File: config.mk
export PLATFORM = sky130hd
export DESIGN_NAME = ps2_link
export DESIGN_NICKNAME = d
export VERILOG_FILES = /design/src/rtl/ps2_link.sv
export SDC_FILE = /design/constraint.sdc
export NUM_CORES = 1
export LEC_CHECK = 0
export CORE_MARGIN = 3
export CORE_UTILIZATION = 30
export CTS_BUF_LIST = sky130_fd_sc_hd__clkbuf_16
export CTS_CLUSTER_DIAMETER = 120
export DETAILED_ROUTE_END_ITERATION = 8
export PLACE_DENSITY_LB_ADDON = 0.1
export SLEW_MARGIN = 30
export SYNTH_ARGS = -nofsm -noshare
export SYNTH_HDL_FRONTEND = slang
export SYNTH_SLANG_ARGS = --single-unit
File: constraint.sdc
create_clock -name clk -period 3.75 [get_ports clk]
set_input_delay 0.75 -clock clk [delete_from_list [all_inputs] [get_ports clk]]
set_output_delay 0.75 -clock clk [all_outputs]
set_load 0.03 [all_outputs]
File: src/rtl/ps2_link.sv
// PS/2 host link layer: filtered open-drain line sampling, 11-bit frame receive into a FIFO,
// and host-to-device command transmit with inhibit / request-to-send sequencing.
module ps2_link #(
  parameter int FILTER         = 8,
  parameter int FIFO_DEPTH     = 8,
  parameter int INHIBIT_CYCLES = 2500,
  parameter int TIMEOUT_CYCLES = 50000
) (
  input  logic       clk,
  input  logic       reset,
  input  logic       ps2_clk_in,
  output logic       ps2_clk_oe,
  input  logic       ps2_data_in,
  output logic       ps2_data_oe,
  input  logic       tx_valid,
  output logic       tx_ready,
  input  logic [7:0] tx_byte,
  output logic       tx_done_valid,
  output logic       tx_done_error,
  output logic       rx_valid,
  input  logic       rx_ready,
  output logic [7:0] rx_byte,
  output logic       rx_error,
  output logic       rx_overflow
);

  localparam int AW   = $clog2(FIFO_DEPTH);
  localparam int FW   = $clog2(FILTER + 1);
  localparam int TMAX = (TIMEOUT_CYCLES > INHIBIT_CYCLES) ? TIMEOUT_CYCLES : INHIBIT_CYCLES;
  localparam int CW   = $clog2(TMAX + 1);

  typedef enum logic [2:0] {
    IDLE, RX, TX_INHIBIT, TX_REQUEST, TX_BITS, TX_ACK, TX_RELEASE
  } state_t;

  state_t state, state_next;

  // Bit 0 = clock line, bit 1 = data line.
  logic [1:0]    sync1, sync2, filt;
  logic [FW-1:0] fcnt [2];
  logic          filt_clk_d, fall;

  always_ff @(posedge clk) begin
    if (reset) begin
      sync1      <= 2'b11;
      sync2      <= 2'b11;
      filt       <= 2'b11;
      fcnt[0]    <= '0;
      fcnt[1]    <= '0;
      filt_clk_d <= 1'b1;
    end else begin
      sync1      <= {ps2_data_in, ps2_clk_in};
      sync2      <= sync1;
      filt_clk_d <= filt[0];
      for (int i = 0; i < 2; i++) begin
        if (sync2[i] == filt[i]) begin
          fcnt[i] <= '0;
        end else if (fcnt[i] == FW'(FILTER - 1)) begin
          filt[i] <= sync2[i];
          fcnt[i] <= '0;
        end else begin
          fcnt[i] <= fcnt[i] + 1'b1;
        end
      end
    end
  end

  assign fall = filt_clk_d & ~filt[0];

  logic [CW-1:0] tcnt;
  logic          timeout, inhibit_done;
  logic [3:0]    rx_idx, tx_cnt;
  logic [10:0]   rx_shift;
  logic [8:0]    tx_shift;
  logic [7:0]    tx_data;
  logic          tx_pending, ack_err, rx_done, rx_to;
  logic          rx_to_set, done_set, done_err;

  assign timeout      = (tcnt == CW'(TIMEOUT_CYCLES - 1));
  assign inhibit_done = (tcnt == CW'(INHIBIT_CYCLES - 1));

  always_comb begin
    state_next = state;
    rx_to_set  = 1'b0;
    done_set   = 1'b0;
    done_err   = 1'b0;
    case (state)
      IDLE: begin
        if (fall)          state_next = RX;
        else if (tx_valid) state_next = TX_INHIBIT;
      end
      RX: begin
        if (fall && rx_idx == 4'd10) begin
          state_next = tx_pending ? TX_INHIBIT : IDLE;
        end else if (timeout) begin
          rx_to_set  = 1'b1;
          state_next = tx_pending ? TX_INHIBIT : IDLE;
        end
      end
      TX_INHIBIT: if (inhibit_done) state_next = TX_REQUEST;
      TX_REQUEST, TX_BITS, TX_ACK, TX_RELEASE: begin
        if (state == TX_REQUEST && fall) begin
          state_next = TX_BITS;
        end else if (state == TX_BITS && fall && tx_cnt == 4'd8) begin
          state_next = TX_ACK;
        end else if (state == TX_ACK && fall) begin
          state_next = TX_RELEASE;
        end else if (state == TX_RELEASE && filt == 2'b11) begin
          state_next = IDLE;
          done_set   = 1'b1;
          done_err   = ack_err;
        end else if (timeout) begin
          state_next = IDLE;
          done_set   = 1'b1;
          done_err   = 1'b1;
        end
      end
      default: state_next = IDLE;
    endcase
  end

  always_ff @(posedge clk) begin
    if (reset) begin
      state         <= IDLE;
      tcnt          <= '0;
      rx_idx        <= '0;
      rx_shift      <= '0;
      rx_done       <= 1'b0;
      rx_to         <= 1'b0;
      tx_pending    <= 1'b0;
      tx_data       <= '0;
      tx_shift      <= '0;
      tx_cnt        <= '0;
      ack_err       <= 1'b0;
      tx_done_valid <= 1'b0;
      tx_done_error <= 1'b0;
    end else begin
      state         <= state_next;
      rx_done       <= (state == RX) && fall && (rx_idx == 4'd10);
      rx_to         <= rx_to_set;
      tx_done_valid <= done_set;
      tx_done_error <= done_set & done_err;
      // Inhibit holds the clock low, so the resulting edge must not restart the inhibit count.
      if (state == IDLE || state_next != state || (fall && state != TX_INHIBIT)) tcnt <= '0;
      else                                                                      tcnt <= tcnt + 1'b1;
      if ((state == IDLE || state == RX) && fall) begin
        rx_shift <= {filt[1], rx_shift[10:1]};
        rx_idx   <= (state == IDLE) ? 4'd1 : rx_idx + 4'd1;
      end
      if (state == IDLE && tx_valid) begin
        tx_pending <= 1'b1;
        tx_data    <= tx_byte;
      end else if (state == TX_INHIBIT) begin
        tx_pending <= 1'b0;
      end
      if (state == TX_REQUEST && fall) begin
        tx_shift <= {~^tx_data, tx_data};
        tx_cnt   <= '0;
      end else if (state == TX_BITS && fall) begin
        tx_shift <= {1'b1, tx_shift[8:1]};
        tx_cnt   <= tx_cnt + 4'd1;
      end
      if (state == TX_ACK && fall) ack_err <= filt[1];
    end
  end

  assign tx_ready    = (state == IDLE) && !reset;
  assign ps2_clk_oe  = (state == TX_INHIBIT);
  assign ps2_data_oe = (state == TX_REQUEST) || (state == TX_BITS && !tx_shift[0]);

  // Receive FIFO: extra pointer MSB distinguishes full from empty.
  logic [7:0]  mem [FIFO_DEPTH];
  logic [AW:0] wr_ptr, rd_ptr;
  logic        full, pop, frame_ok, push;

  assign full     = (wr_ptr[AW] != rd_ptr[AW]) && (wr_ptr[AW-1:0] == rd_ptr[AW-1:0]);
  assign rx_valid = (wr_ptr != rd_ptr);
  assign pop      = rx_valid && rx_ready;
  assign frame_ok = !rx_shift[0] && rx_shift[10] && (^rx_shift[9:1]);
  assign push     = rx_done && frame_ok && (!full || pop);

  assign rx_byte     = rx_valid ? mem[rd_ptr[AW-1:0]] : 8'h00;
  assign rx_error    = (rx_done && !frame_ok) || rx_to;
  assign rx_overflow = rx_done && frame_ok && full && !pop;

  always_ff @(posedge clk) begin
    if (reset) begin
      wr_ptr <= '0;
      rd_ptr <= '0;
    end else begin
      if (push) wr_ptr <= wr_ptr + 1'b1;
      if (pop)  rd_ptr <= rd_ptr + 1'b1;
    end
  end

  always_ff @(posedge clk) begin
    if (push) mem[wr_ptr[AW-1:0]] <= rx_shift[8:1];
  end

endmodule

== Yosys cells after proc, flatten, opt, wreduce, memory -nomap -nowiden ==
Memory sizes are Yosys's and may differ from the RTL's. A register that Yosys moved wholly into a read port is not among the register bits.
Cells that the tools add are included.
Cells by class
  multiplexer cells: 63
  reduce and logical (&&, ||, !) cells: 45
  equal/unequal tests: 20
  $add $sub $neg: 7
  bitwise logic cells: 12
Operator list (number)
  two-way mux 1 bit: 39
  two-way mux 3 bit: 12
  two-way mux 4 bit: 7
  adder 4 x 1 -> 4 bit (second input constant): 6
  logical AND 1 bit: 22
  two-way mux 9 bit: 2
  adder 16 x 1 -> 16 bit (second input constant): 1
  == test 16 x 12 -> 1 bit (second input constant): 1
  == test 16 bit (second input constant): 1
  one-hot mux 3 bit (4 select lines): 1
  == test 3 bit (second input constant): 3
  parity 9 bit: 1
  == test 4 x 3 -> 1 bit (second input constant): 2
  == test 4 bit (second input constant): 2
  two-way mux 8 bit: 1
  XNOR reduction 8 bit: 1
  == test 3 x 2 -> 1 bit (second input constant): 2
  zero test 1 bit: 6
  logical OR 1 bit: 6
  bitwise OR 1 bit: 6
  inequality test 4 bit: 1
  NOT 1 bit: 4
  AND reduction 2 bit: 2
  nonzero test 2 bit: 2
  13 further kinds: 16
Word-level totals
  bits in writable memories: 72
  output and inout bits: 16
  word-level logic and storage cells: 169
  memories: 2
  register bits after elaboration: 76
  input port bits: 14
Memories
  mem: depth 8, bits a word 8, read ports 1, clocked after Yosys merged registers in 1, write ports 1, line 172  | logic [7:0] mem [FIFO_DEPTH];
  fcnt: depth 2, bits a word 4, read ports 2, clocked after Yosys merged registers in 0, write ports 2, line 40  | logic [FW-1:0] fcnt [2];

== Depth between registers and ports, before layout ==
  word-level depth: 11
  mapped depth: 8
  depth with buffers taken out: 7

== Least setup slack after synthesis ==
No wires, ideal clock.
  path kind: flip-flop to output port
  from: register rx_shift[5]
  to: output port rx_overflow
  slack: 1004 ps
  stages on the path, launching flop included: 5
  data arrival time: 1996 ps
  data required time: 3000 ps
  path buffers: 0
  cells stage by stage: dfxtp_1 > xnor2_1 > xnor3_2 > xor2_2 > nor3_1
Between the ends
  longest elaborated chain between the ends: 5
Ends and longest elaborated chain
  from (decl): line 73  | logic [10:0] rx_shift;
  from (signal assigned): line 147  | rx_shift <= {filt[1], rx_shift[10:1]};
  parity 9 bit: line 179  | assign frame_ok = !rx_shift[0] && rx_shift[10] && (^rx_shift[9:1]);
  logical AND 1 bit: line 179
  logical AND 1 bit (3 in a row): line 184  | assign rx_overflow = rx_done && frame_ok && full && !pop;
  to (decl): line 24  | output logic rx_overflow
Every way passes these cells.

== Final worst setup path ==
  from: register rx_shift[5]
  to: output port rx_error
Between the ends
  longest elaborated chain between the ends: 5
Ends and longest elaborated chain
  parity 9 bit: line 179
  logical AND 1 bit: line 179
  zero test 1 bit: line 183  | assign rx_error = (rx_done && !frame_ok) || rx_to;
  logical AND 1 bit: line 183
  logical OR 1 bit: line 183
  to (decl): line 23  | output logic rx_error,
Every way passes these cells.

==> flow_metrics.env <==
export IMPL_crit_type="reg2out"
export IMPL_slew_headroom=0.525
export IMPL_drv_cap=0
export IMPL_skew_ps=6.60
export IMPL_grt_max_degree=66
export IMPL_diodes=0
export IMPL_layout_drive_gt1_share=0.118
export IMPL_final_hold_viol_count=0
export IMPL_powerDensity_nw_per_um2=456
export IMPL_gp_congestion=0.734
export IMPL_clk_path_buf_depth=2
export IMPL_synthCells=567
export IMPL_initialDrtViolationCount=204
export IMPL_antenna_found_initial=0
export IMPL_ys_warn_count=0
export IMPL_hold_buffers=0
export IMPL_fin_crit_ps=3560
export IMPL_avgSynthCellArea_sq_um=11.5
export IMPL_grt_overflow_total=0
export IMPL_io_buffers=29
export IMPL_grt_util_all_layers=0.121
export IMPL_vias=4165
export IMPL_ys_async_sr_fraction=0
export IMPL_ys_ff_latch=151
export IMPL_rows=53
export IMPL_pin_count=30
export IMPL_seq_area_frac_synth=0.576
export IMPL_rsz0062_at_grt="no"
export IMPL_yosys_cell_types_count=56
export IMPL_syn_to_final_growth_pct=18.5
export IMPL_worstPathArrival_ps=2810
export IMPL_viasPerCell=4.66
export IMPL_routedWlPerCell_um=15.1
export IMPL_dieArea_sq_um=23500
export IMPL_grt_pass1_wl_um=22200
export IMPL_die_h_um=153
export IMPL_layout_nets=629
export IMPL_drc_errors=0
export IMPL_synth_edf_count=72
export IMPL_dieWidth_um=153
export IMPL_max_freq_mhz=281
export IMPL_synth_cell_area_sq_um=6500
export IMPL_leakage_nw=2.57
export IMPL_post_cts_buffers=0
export IMPL_cts_buffers=17
export IMPL_synth_top_flop_cell="dfxtp_1"
export IMPL_clkTransAtPathRegs_ps=60
export IMPL_finalMaxSlewViolations=0
export IMPL_ant_nets=0
export IMPL_cts_tree="done"
export IMPL_start_util=0.307
export IMPL_clk_latency_ps=420
export IMPL_first_pass_iters=4
export IMPL_routed_wl_um=13500
export IMPL_htreeDepth=4
export IMPL_status="complete, no violations"
export IMPL_dpl_worst_slack_ps=552
export IMPL_max_slew_worst_pin_slew_ps=713
export IMPL_max_vdd_ir_drop_v=0.000352
export IMPL_hp_class="reg2reg"
export IMPL_fin_crit_sh=0.950
export IMPL_critPathCaptureType="output port"
export IMPL_grt_pass1_vias=4288
export IMPL_cp_required_ps=3000
export IMPL_core_area_sq_um=21200
export IMPL_ctsRootBufferMaster="clkbuf_16"
export IMPL_cp_max_fo=11
export IMPL_setup_violations=0
export IMPL_clkSinkCount=151
export IMPL_fin_ws_ps=187
export IMPL_crit_path_start_kind="flip-flop"
export IMPL_setup_tns_ps=0
export IMPL_dp_hpwl_um=8760
[final timing paths]
path / start / endpoint / slack, ps / cells after the start
setup / recovery: rx_shift[5] / rx_error / 190 / 6
hold / removal: sync1[0] / sync2[0] / 420 / 1
setup reg to reg: rx_shift[5] / mem[7][7] / 1070 / 5
hold reg to reg: sync1[0] / sync2[0] / 420 / 1
[sequential cells by signal (all words and copies together) (netlist names), named ones only]
register	cells
tx_done_valid	1
rx_done	1
filt	2
tx_cnt	4
rx_to	1
wr_ptr	4
rd_ptr	4
fcnt	8
tx_data	8
filt_clk_d	1
tx_pending	1
mem	64
sync1	2
ack_err	1
state	3
rx_idx	4
tx_shift	9
sync2	2
rx_shift	11
tcnt	16
tx_done_error	1
[worst max-delay path: stages (launching register included)]
cell and delay (ps):
dfxtp_1 530, xnor2_1 170, xnor3_2 520, xor2_4 290, o21ai_0 130, nand2b_1 90
clkdlybuf4s50_1 660
[layer usage]
layer / routed length (um) / track usage
met5: 0 / 0
met4: 176 / 0.0488
met3: 331 / 0.0277
met1: 6090 / 0.145
met2: 6940 / 0.210
[cells by family (layout without fill, tap and decap cells)]
kind of cell / count (synthesis) / after routing / synth area share
simple gates: 229 / 229 / 0.175
flops: 151 / 151 / 0.576
compound gates: 62 / 62 / 0.0612
xor+xnor: 47 / 47 / 0.0680
buf+inv: 40 / 85 / 0.0275
mux: 28 / 28 / 0.0743
fa+ha+maj: 9 / 9 / 0.0173
other cells: 1 / 8 / 0.000577
[layout make-up]
type,count,area [sq um]
Timing Repair Buffer,41,375
Clock inverter,15,155
Fill cell,2075,13500
Inverter,12,45.0
Multi-Input combinational cell,383,2610
Sequential cell,151,3740
Clock buffer,17,425
Tap cell,275,344
[layout by cell type (no fill, tap or decap), types with 5 or more instances in the layout]
cell type / n
o21ai_0: 6
mux2i_1: 10
xnor2_1: 22
mux4_2: 16
nor3_1: 16
and3_1: 5
and4_1: 6
edfxtp_1: 72
clkbuf_16: 17
xor2_1: 22
inv_1: 14
or2_2: 6
nand3_1: 15
a21oi_1: 29
dfxtp_1: 79
nand2_1: 75
nor2b_1: 9
nand4_1: 9
buf_4: 12
a311oi_1: 8
clkdlybuf4s50_1: 28
nor2_1: 58
ha_1: 9
conb_1: 8
[metrics by stage]
step	util	instance area, sq um	instances	hold slack, ps	power (mW)
6_report	0.364	7700	894	418	3.51
5_1_grt	0.364	7700	894	425	3.65
4_1_cts	0.364	7690	894	417	3.57
3_5_place_dp	0.336	7110	862	399	1.88
3_3_place_gp	0.336	7110	862	405	1.88
2_1_floorplan	-	6520	574	389	1.84
[timing repair]
item                                    4_1_cts  5_1_grt
hold endpoints to repair                      0        0
endpoints found under the setup margin        0        1
resized for setup                             0        1
[synth_stat cells, types with 3 or more instances]
library cell / number / area, sq um
dfxtp_1: 79 / 1580
nand2_1: 75 / 282
edfxtp_1: 72 / 2160
nor2_1: 58 / 218
a21oi_1: 29 / 145
xnor2_1: 22 / 193
xor2_1: 22 / 193
clkbuf_1: 17 / 63.8
mux4_2: 16 / 360
nor3_1: 16 / 80.1
nand3_1: 15 / 75.1
inv_1: 12 / 45.0
mux2i_1: 10 / 100
ha_1: 9 / 113
nand4_1: 9 / 56.3
nor2b_1: 9 / 56.3
a311oi_1: 8 / 70.1
buf_2: 7 / 35.0
and4_1: 6 / 52.6
o21ai_0: 6 / 30.0
or2_2: 6 / 37.5
and3_1: 5 / 31.3
nand2b_1: 4 / 25.0
or3_1: 4 / 25.0
and3b_1: 3 / 26.3
nor3b_1: 3 / 22.5
nor4bb_1: 3 / 30.0
o31ai_1: 3 / 22.5
[where the power goes]
group,switching [mW],internal (mW)
registers,0.0142,1.73
logic,0.0553,0.0425
clock network,0.687,0.983
Power figures use the tool's default switching activity.
